### config.mk
export PLATFORM = sky130hd
export DESIGN_NAME = fetch_queue
export DESIGN_NICKNAME = d
export VERILOG_FILES = /design/src/rtl/cpu_pkg.sv /design/src/rtl/fetch_fifo.sv /design/src/rtl/fetch_queue.sv
export SDC_FILE = /design/constraint.sdc
export NUM_CORES = 1
export LEC_CHECK = 0
export BUFFER_PORTS_ARGS = -buffer_cell sky130_fd_sc_hd__buf_2
export CAP_MARGIN = 15
export CELL_PAD_IN_SITES_DETAIL_PLACEMENT = 0
export CELL_PAD_IN_SITES_GLOBAL_PLACEMENT = 1
export CORE_AREA = 3 3 151 153
export CTS_CLUSTER_SIZE = 12
export DETAILED_ROUTE_END_ITERATION = 10
export DIE_AREA = 0 0 154 156
export HOLD_SLACK_MARGIN = 0.06
export MAX_ROUTING_LAYER = met4
export PLACE_DENSITY = 0.77
export SLEW_MARGIN = 20
export SYNTH_ARGS = -nofsm -noshare
export SYNTH_HDL_FRONTEND = slang
export SYNTH_SLANG_ARGS = --single-unit
### constraint.sdc
create_clock -name clk -period 2.55 [get_ports clk]
set_input_delay 0.1275 -clock clk [delete_from_list [all_inputs] [get_ports clk]]
set_output_delay 0.1275 -clock clk [all_outputs]
set_load 0.01 [all_outputs]
### src/rtl/cpu_pkg.sv
// Shared front-end definitions: default datapath widths and the {pc, instr} record
// carried from fetch toward decode.
package cpu_pkg;
    localparam int unsigned DEF_PC_W    = 19;
    localparam int unsigned DEF_INSTR_W = 32;

    typedef struct packed {
        logic [DEF_PC_W-1:0]    pc;
        logic [DEF_INSTR_W-1:0] instr;
    } fetch_entry_t;
endpackage

### src/rtl/fetch_fifo.sv
// DEPTH-entry synchronous FIFO with clear; the head entry is presented straight
// from the storage registers so consumers see no combinational path from push.
module fetch_fifo
    import cpu_pkg::*;
#(
    parameter int unsigned W     = DEF_PC_W + DEF_INSTR_W,
    parameter int unsigned DEPTH = 4,
    localparam int unsigned CNT_W = $clog2(DEPTH + 1),
    localparam int unsigned PTR_W = $clog2(DEPTH)
) (
    input  logic             clk,
    input  logic             rstn,
    input  logic             clear,
    input  logic             push,
    input  logic [W-1:0]     push_data,
    input  logic             pop,
    output logic             head_valid,
    output logic [W-1:0]     head_data,
    output logic [CNT_W-1:0] count
);
    logic [W-1:0]     mem [DEPTH];
    logic [PTR_W-1:0] rd_ptr;
    logic [PTR_W-1:0] wr_ptr;
    logic             do_push;
    logic             do_pop;

    assign head_valid = (count != '0);
    assign head_data  = mem[rd_ptr];
    assign do_pop     = pop && head_valid;
    assign do_push    = push && !clear;

    always_ff @(posedge clk) begin
        if (!rstn || clear) begin
            rd_ptr <= '0;
            wr_ptr <= '0;
            count  <= '0;
        end else begin
            if (do_push) wr_ptr <= wr_ptr + PTR_W'(1);
            if (do_pop)  rd_ptr <= rd_ptr + PTR_W'(1);
            case ({do_push, do_pop})
                2'b10:   count <= count + CNT_W'(1);
                2'b01:   count <= count - CNT_W'(1);
                default: ;
            endcase
        end
    end

    // A push into a full FIFO is only legal when the head leaves in the same cycle.
    always_ff @(posedge clk) begin
        if (do_push) mem[wr_ptr] <= push_data;
        if (rstn && do_push && !do_pop)
            overflow_chk: assert (count != CNT_W'(DEPTH));
    end
endmodule

### src/rtl/fetch_queue.sv
// Instruction-fetch front end: PC register, fixed-latency in-flight tracking,
// credit-based issue and redirect flush, feeding a {pc, instr} FIFO toward decode.
module fetch_queue
    import cpu_pkg::*;
#(
    parameter int unsigned      PC_W     = DEF_PC_W,
    parameter int unsigned      INSTR_W  = DEF_INSTR_W,
    parameter int unsigned      DEPTH    = 4,
    parameter int unsigned      MEM_LAT  = 1,
    parameter logic [PC_W-1:0]  RESET_PC = '0
) (
    input  logic               clk,
    input  logic               rstn,
    input  logic               fetch_en,
    input  logic               redirect_valid,
    input  logic [PC_W-1:0]    redirect_pc,
    output logic               imem_en,
    output logic [PC_W-1:0]    imem_addr,
    input  logic [INSTR_W-1:0] imem_rdata,
    output logic               out_valid,
    input  logic               out_ready,
    output logic [PC_W-1:0]    out_pc,
    output logic [INSTR_W-1:0] out_instr
);
    localparam int unsigned CNT_W = $clog2(DEPTH + 1);
    localparam int unsigned SUM_W = $clog2(DEPTH + MEM_LAT + 1);

    logic [PC_W-1:0]         pc_reg;
    logic                    slot_v  [MEM_LAT];
    logic [PC_W-1:0]         slot_pc [MEM_LAT];
    logic [SUM_W-1:0]        inflight;
    logic [CNT_W-1:0]        count;
    logic                    issue;
    logic                    ret_valid;
    logic [PC_W+INSTR_W-1:0] head_data;

    always_comb begin
        inflight = '0;
        for (int unsigned i = 0; i < MEM_LAT; i++)
            inflight = inflight + SUM_W'(slot_v[i]);
    end

    // Buffered plus in-flight entries never exceed DEPTH, so every return has a slot.
    assign issue     = fetch_en && !redirect_valid &&
                       ((SUM_W'(count) + inflight) < SUM_W'(DEPTH));
    assign imem_en   = issue;
    assign imem_addr = pc_reg;
    assign ret_valid = slot_v[MEM_LAT-1];

    always_ff @(posedge clk) begin
        if (!rstn) begin
            pc_reg <= RESET_PC;
            for (int unsigned i = 0; i < MEM_LAT; i++) slot_v[i] <= 1'b0;
        end else if (redirect_valid) begin
            pc_reg <= redirect_pc;
            for (int unsigned i = 0; i < MEM_LAT; i++) slot_v[i] <= 1'b0;
        end else begin
            if (issue) pc_reg <= pc_reg + PC_W'(1);
            slot_v[0]  <= issue;
            slot_pc[0] <= pc_reg;
            for (int unsigned i = 1; i < MEM_LAT; i++) begin
                slot_v[i]  <= slot_v[i-1];
                slot_pc[i] <= slot_pc[i-1];
            end
        end
    end

    fetch_fifo #(
        .W     (PC_W + INSTR_W),
        .DEPTH (DEPTH)
    ) u_fifo (
        .clk        (clk),
        .rstn       (rstn),
        .clear      (redirect_valid),
        .push       (ret_valid),
        .push_data  ({slot_pc[MEM_LAT-1], imem_rdata}),
        .pop        (out_valid && out_ready),
        .head_valid (out_valid),
        .head_data  (head_data),
        .count      (count)
    );

    assign out_pc    = head_data[PC_W+INSTR_W-1:INSTR_W];
    assign out_instr = head_data[INSTR_W-1:0];
endmodule

# Yosys cells after proc, flatten, opt, wreduce, memory -nomap -nowiden
# Memory sizes are Yosys's and may differ from the RTL's. A register that Yosys moved wholly into a read port is not among the register bits.
# Cells that the tools add are included.
[word_totals]
register_bits = 26
latchBits = 0
mem_bits_rw = 224
rom_bits = 0
output_inout_bits = 72
mem_count = 3
[mem_list]
columns = ["memory", "depth", "word_bits", "read_ports", "rd_clocked_by_memory_dff", "wr", "line_no", "rtl"]
rows = [
  ["u_fifo.mem", 4, 51, 1, 1, 1, "fetch_fifo.sv:21", "logic [W-1:0] mem [DEPTH];"],
  ["slot_pc", 1, 19, 1, 0, 1, "fetch_queue.sv:30", "logic [PC_W-1:0] slot_pc [MEM_LAT];"],
  ["slot_v", 1, 1, 1, 0, 1, "fetch_queue.sv:29", "logic slot_v [MEM_LAT];"],
]
[op_classes]
add_sub_neg = 6
mul = 0
div_mod_pow = 0
magnitude_cmp = 1
eq_ne = 2
shifts = 0
n_mux = 18
bitwise = 0
reduce_logical = 13
[ops]
columns = ["cell", "count"]
rows = [
  ["$mux 19", 2],
  ["$add 19x1->19 const B", 1],
  ["$mux 1", 13],
  ["$pmux 3 s2", 1],
  ["$logic_and 1x1->1", 5],
  ["$add 2x1->2 const B", 2],
  ["$mux 2", 2],
  ["$reduce_bool 2->1", 2],
  ["$add 3x1->3", 1],
  ["$add 3x1->3 const B", 1],
  ["$lt 3x3->1 const B", 1],
  ["$reduce_bool 3->1", 1],
  ["$sub 3x1->3 const B", 1],
  ["$eq 2x1->1 const B", 1],
  ["$eq 2x2->1 const B", 1],
  ["$logic_not 1->1", 2],
  ["$reduce_or 1->1", 2],
  ["$logic_or 1x1->1", 1],
]

# Longest topological paths before layout
[depth]
ltp_word = 6
depth_mapped = 9

# Hierarchy
# A second synthesis with hierarchy kept.
[unflattened]
cells_unflattened = 480
hier_area_um2 = 9624.2
[by_module_without_submodules]
columns = ["module", "n_inst", "cells_per_inst", "area_per_inst_um2", "seq_area_each_um2"]
rows = [
  ["fetch_fifo", 1, 316, 7873.8, 6306.0],
  ["fetch_queue", 1, 164, 1750.4, 980.9],
]

# Worst setup path before layout
# No wires, ideal clock.
[synth_path]
path_kind = "reg-to-reg"
start = "memory slot_v[0]"
end = "memory u_fifo.mem[0][0] in the netlist's numbering, enable pin"
setup_ns = 0.414
arrival_ns = 1.868
slack_ns = 0.268
stages_incl_launch_ff = 3
n_path_buf = 0
synth_period_minus_slack_ns = 2.282
path_cell_list = "edfxtp_1 > nor2b_1 > and2_1"
[synth_between]
elab_chain_cells = 4
[synth_rtl]
columns = ["item", "line_no", "rtl"]
rows = [
  ["start: declaration", "fetch_queue.sv:29", ""],
  ["$mem_v2 1x1", "--", ""],
  ["$logic_and 1x1->1", "fetch_fifo.sv:30", "assign do_push = push && !clear;"],
  ["$mux 1", "fetch_fifo.sv:50", "if (do_push) mem[wr_ptr] <= push_data;"],
  ["$mux 1 (not written as such)", "fetch_fifo.sv:50", ""],
  ["end: declaration", "fetch_fifo.sv:21", ""],
]
# No other way between the ends.

==> metrics.md <==
| Metric | Value |
|---|---|
| Outcome | finished, final reports clean |
| Asr flop ratio synth | 0 |
| Initial antenna violation count | 0 |
| Worst relative slew slack | 0.624 |
| Syn. warnings | 0 |
| Clk Latency, worst-skew pair | 0.52 ns |
| Routed WL | 19,400 um |
| Pint | 0.00691 W |
| Vias in the first global route | 5,638 |
| Critical path peak fanout | 19 |
| Post-CTS Setup Inserts | 0 |
| Routed len/inst | 19.3 um |
| CTS tree | yes |
| Worst Tran Pin Value | 0.564 ns |
| Combinational fraction of design power | 0.045 |
| Placed Cells | 900 |
| Floorplan row count | 54 |
| Pin count of the biggest net entering global routing | 52 |
| Register-to-register setup slack | 0.46 ns |
| Reg clk slew, reported paths | 0.06 ns |
| Top-count cell post-synth | edfxtp_1 |
| Shortest period the worst path allows | 2.25 ns |
| Worst Hold Depth | 3 |
| Seq. cell area | 7290 sq um |
| Fin Clk Skew | 0.0105 ns |
| Commonest cells in the netlist | 224 x edfxtp_1, 51 x mux4_2, 28 x dfxtp_1 |
| Remaining Overflow, GRT | 0 |
| Top-Level Pins | 128 |
| Max clock buf depth | 3 |
| Core area | 21,700 sq um |
| H-tree level count | 1 |
| Power Dens Cells | 707 nW/um^2 |
| Vias per cell | 5.37 |
| Synth Instances | 501 |
| Sw Pwr | 0.00167 W |
| Post-synthesis sequential element count | 252 |
| Synth unique cells | 48 |
| Post-Syn Nets | 564 |
| CP required | 2.42 ns |
| Max Cap Viol | 0 |
| Via count | 5,376 |
| Fillers | 1,657 |
| Slew Limit Fails | 0 |
| Die width | 154 um |
| Top post-synthesis cells by area | edfxtp_1 69%, mux4_2 12%, dfxtp_1 5.8% |
| Multi-input logic area | 2260 sq um |
| PnR worst setup slack | 0.305 ns |
| Achievable frequency | 445 MHz |
| # diodes | 0 |
| R2r worst-path depth | 6 |
| Final net count | 764 |
| Post-synth top flop | edfxtp_1 |
| Yosys top cell by area | edfxtp_1 |
| Sequential-to-total area share from yosys stat | 0.753 |
| Part of the power in the clock network | 0.414 |
| GRT Total Usage | 0.166 |
| Hold endpoint | imem_addr[0] |
| Hold crit path type | primary input to flip-flop |
| Area grow syn2layout | 25.3% |
| Routability cong. | 0.823 |
| Power share of the sequential group | 0.541 |
| Reg2reg start | slot_v[0] |
| Post-route setup TNS | 0 ns |
| First-pass GRT wire length | 30,700 um |
| Max IR drop VDD | 385 uV |
| Clock sinks | 252 |
| Final setup fails | 0 |
| Syn Std Cell Area | 9680 sq um |
| Hold Violations, Final | 0 |
| Layout cells sized above 1 | 0.337 |
| Leakage power | 4.11 nW |
| HP Start | rstn |
| Post-Place Setup Slack | 0.486 ns |
| Drt drc | 0 |
| Post-synth EDFFs | 224 |
| Critical path type | flip-flop to primary output |
| RSZ-0062 raised after global routing | false |
| Sw frac | 0.195 |
| Endpoint class of the critical path | primary output |
| Startpoint Class | flip-flop |
| Non-filler cells in the finished layout | 1,001 |
| PortBufs | 127 |
| Reg-to-reg critical path endpoint | imem_addr[2] |
| Initial Util | 0.446 |
| Detailed placement HPWL | 12,400 um |
| 1st-pass router iterations | 7 |
| Die height | 156 um |
| Syn_area_per_cell | 19.3 sq um |
| Tcrit/Tclk final | 0.880 |
| Total CTS buffers | 26 |
| Root Buffer | clkbuf_16 |
| Worst EP arrival | 2.12 ns |
| Starting DRT DRC Count | 285 |
| Synth top area share | 0.695 |
| Die area | 24,000 sq um |
| DRT antenna net count | 0 |
## worst max-delay path: stages, from the launching register on
cell	delay, ns
dfxtp_4	0.59
buf_4	0.30
mux4_2	0.55
buf_2	0.16
## worst max path at each step
stage                         start  depth (start not counted)               end
floorplan                 slot_v[0]                          2  u_fifo.mem[0][0]
global placement          slot_v[0]                          8   u_fifo.count[2]
detailed placement  u_fifo.count[2]                          7   u_fifo.count[2]
CTS                       flip-flop                          3         out_pc[2]
global route              flip-flop                          3      out_instr[7]
finish                    flip-flop                          3      out_instr[7]
## sequential cells by signal (all words and copies together), names as in the netlist, named ones only
register       flops
imem_addr         19
slot_pc           19
slot_v             1
u_fifo.count       3
u_fifo.mem       204
u_fifo.rd_ptr      2
u_fifo.wr_ptr      2
## layout by cell type, fill, tap and decap left out, types with 6 or more instances in the layout
master / n
nand3_1: 9
dfxtp_1: 26
edfxtp_1: 224
nand2_1: 9
nor2b_1: 7
buf_12: 7
buf_2: 127
nor4_1: 6
inv_1: 11
mux4_2: 51
a31oi_1: 8
dlygate4sd3_1: 53
ha_1: 6
a311oi_1: 8
nor2_1: 14
nand4_1: 10
clkbuf_16: 27
buf_4: 9
clkbuf_1: 15
o21ai_0: 18
and3_1: 6
## per-layer routing
metal,vias to the layer above,global-route usage,wire [um]
met2,195,0.271,9390
met1,2687,0.218,8340
met4,0,0.0442,363
li1,2461,-,-
met5,-,-,0
met3,33,0.0294,1260
## metrics by stage
step	utilization	hold slack [ns]	power (W)	cell area, sq um
global placement	0.497	0.338	0.00503	10800
finish	0.559	0.0954	0.00858	12100
floorplan	-	0.226	0.00486	9680
global route	0.559	0.0951	0.00890	12100
detailed placement	0.497	0.344	0.00505	10800
CTS	0.559	0.0633	0.00869	12100
## logic make-up (layout without fill, tap and decap cells)
group | count (synthesis) | after routing | synth area share
and+or+nand+nor | 95 | 95 | 0.0584
buffers and inverters | 35 | 255 | 0.0150
muxes | 52 | 52 | 0.120
other | 1 | 1 | 0.000387
adders and majority gates | 7 | 7 | 0.00982
xor gates and xnor gates | 7 | 7 | 0.00711
DFF | 252 | 252 | 0.753
AOI/OAI and AO/OA | 52 | 52 | 0.0371
## power groups by stage
stage / Clock (W) / Combinational, W / Sequential [W]
2_1_floorplan: 0 / 0.000154 / 0.00471
3_3_place_gp: 0 / 0.000314 / 0.00472
3_5_place_dp: 0 / 0.000324 / 0.00473
4_1_cts: 0.00366 / 0.000390 / 0.00464
5_1_grt: 0.00383 / 0.000424 / 0.00465
6_report: 0.00355 / 0.000386 / 0.00464
## final cells by class
cell class | count | share of cell area
timing repair buffer | 196 | 0.113
clock buffer | 45 | 0.0638
inverter | 11 | 0.00340
multi-input combinational | 214 | 0.186
sequential | 252 | 0.601
clock inverter | 3 | 0.00351
tap | 280 | 0.0289
## timing repair
item,CTS,global route
hold endpoints to repair,147,0
hold buffers,53,0
gates resized for setup,0,0
No activity file was read; power rests on OpenSTA's default activity.
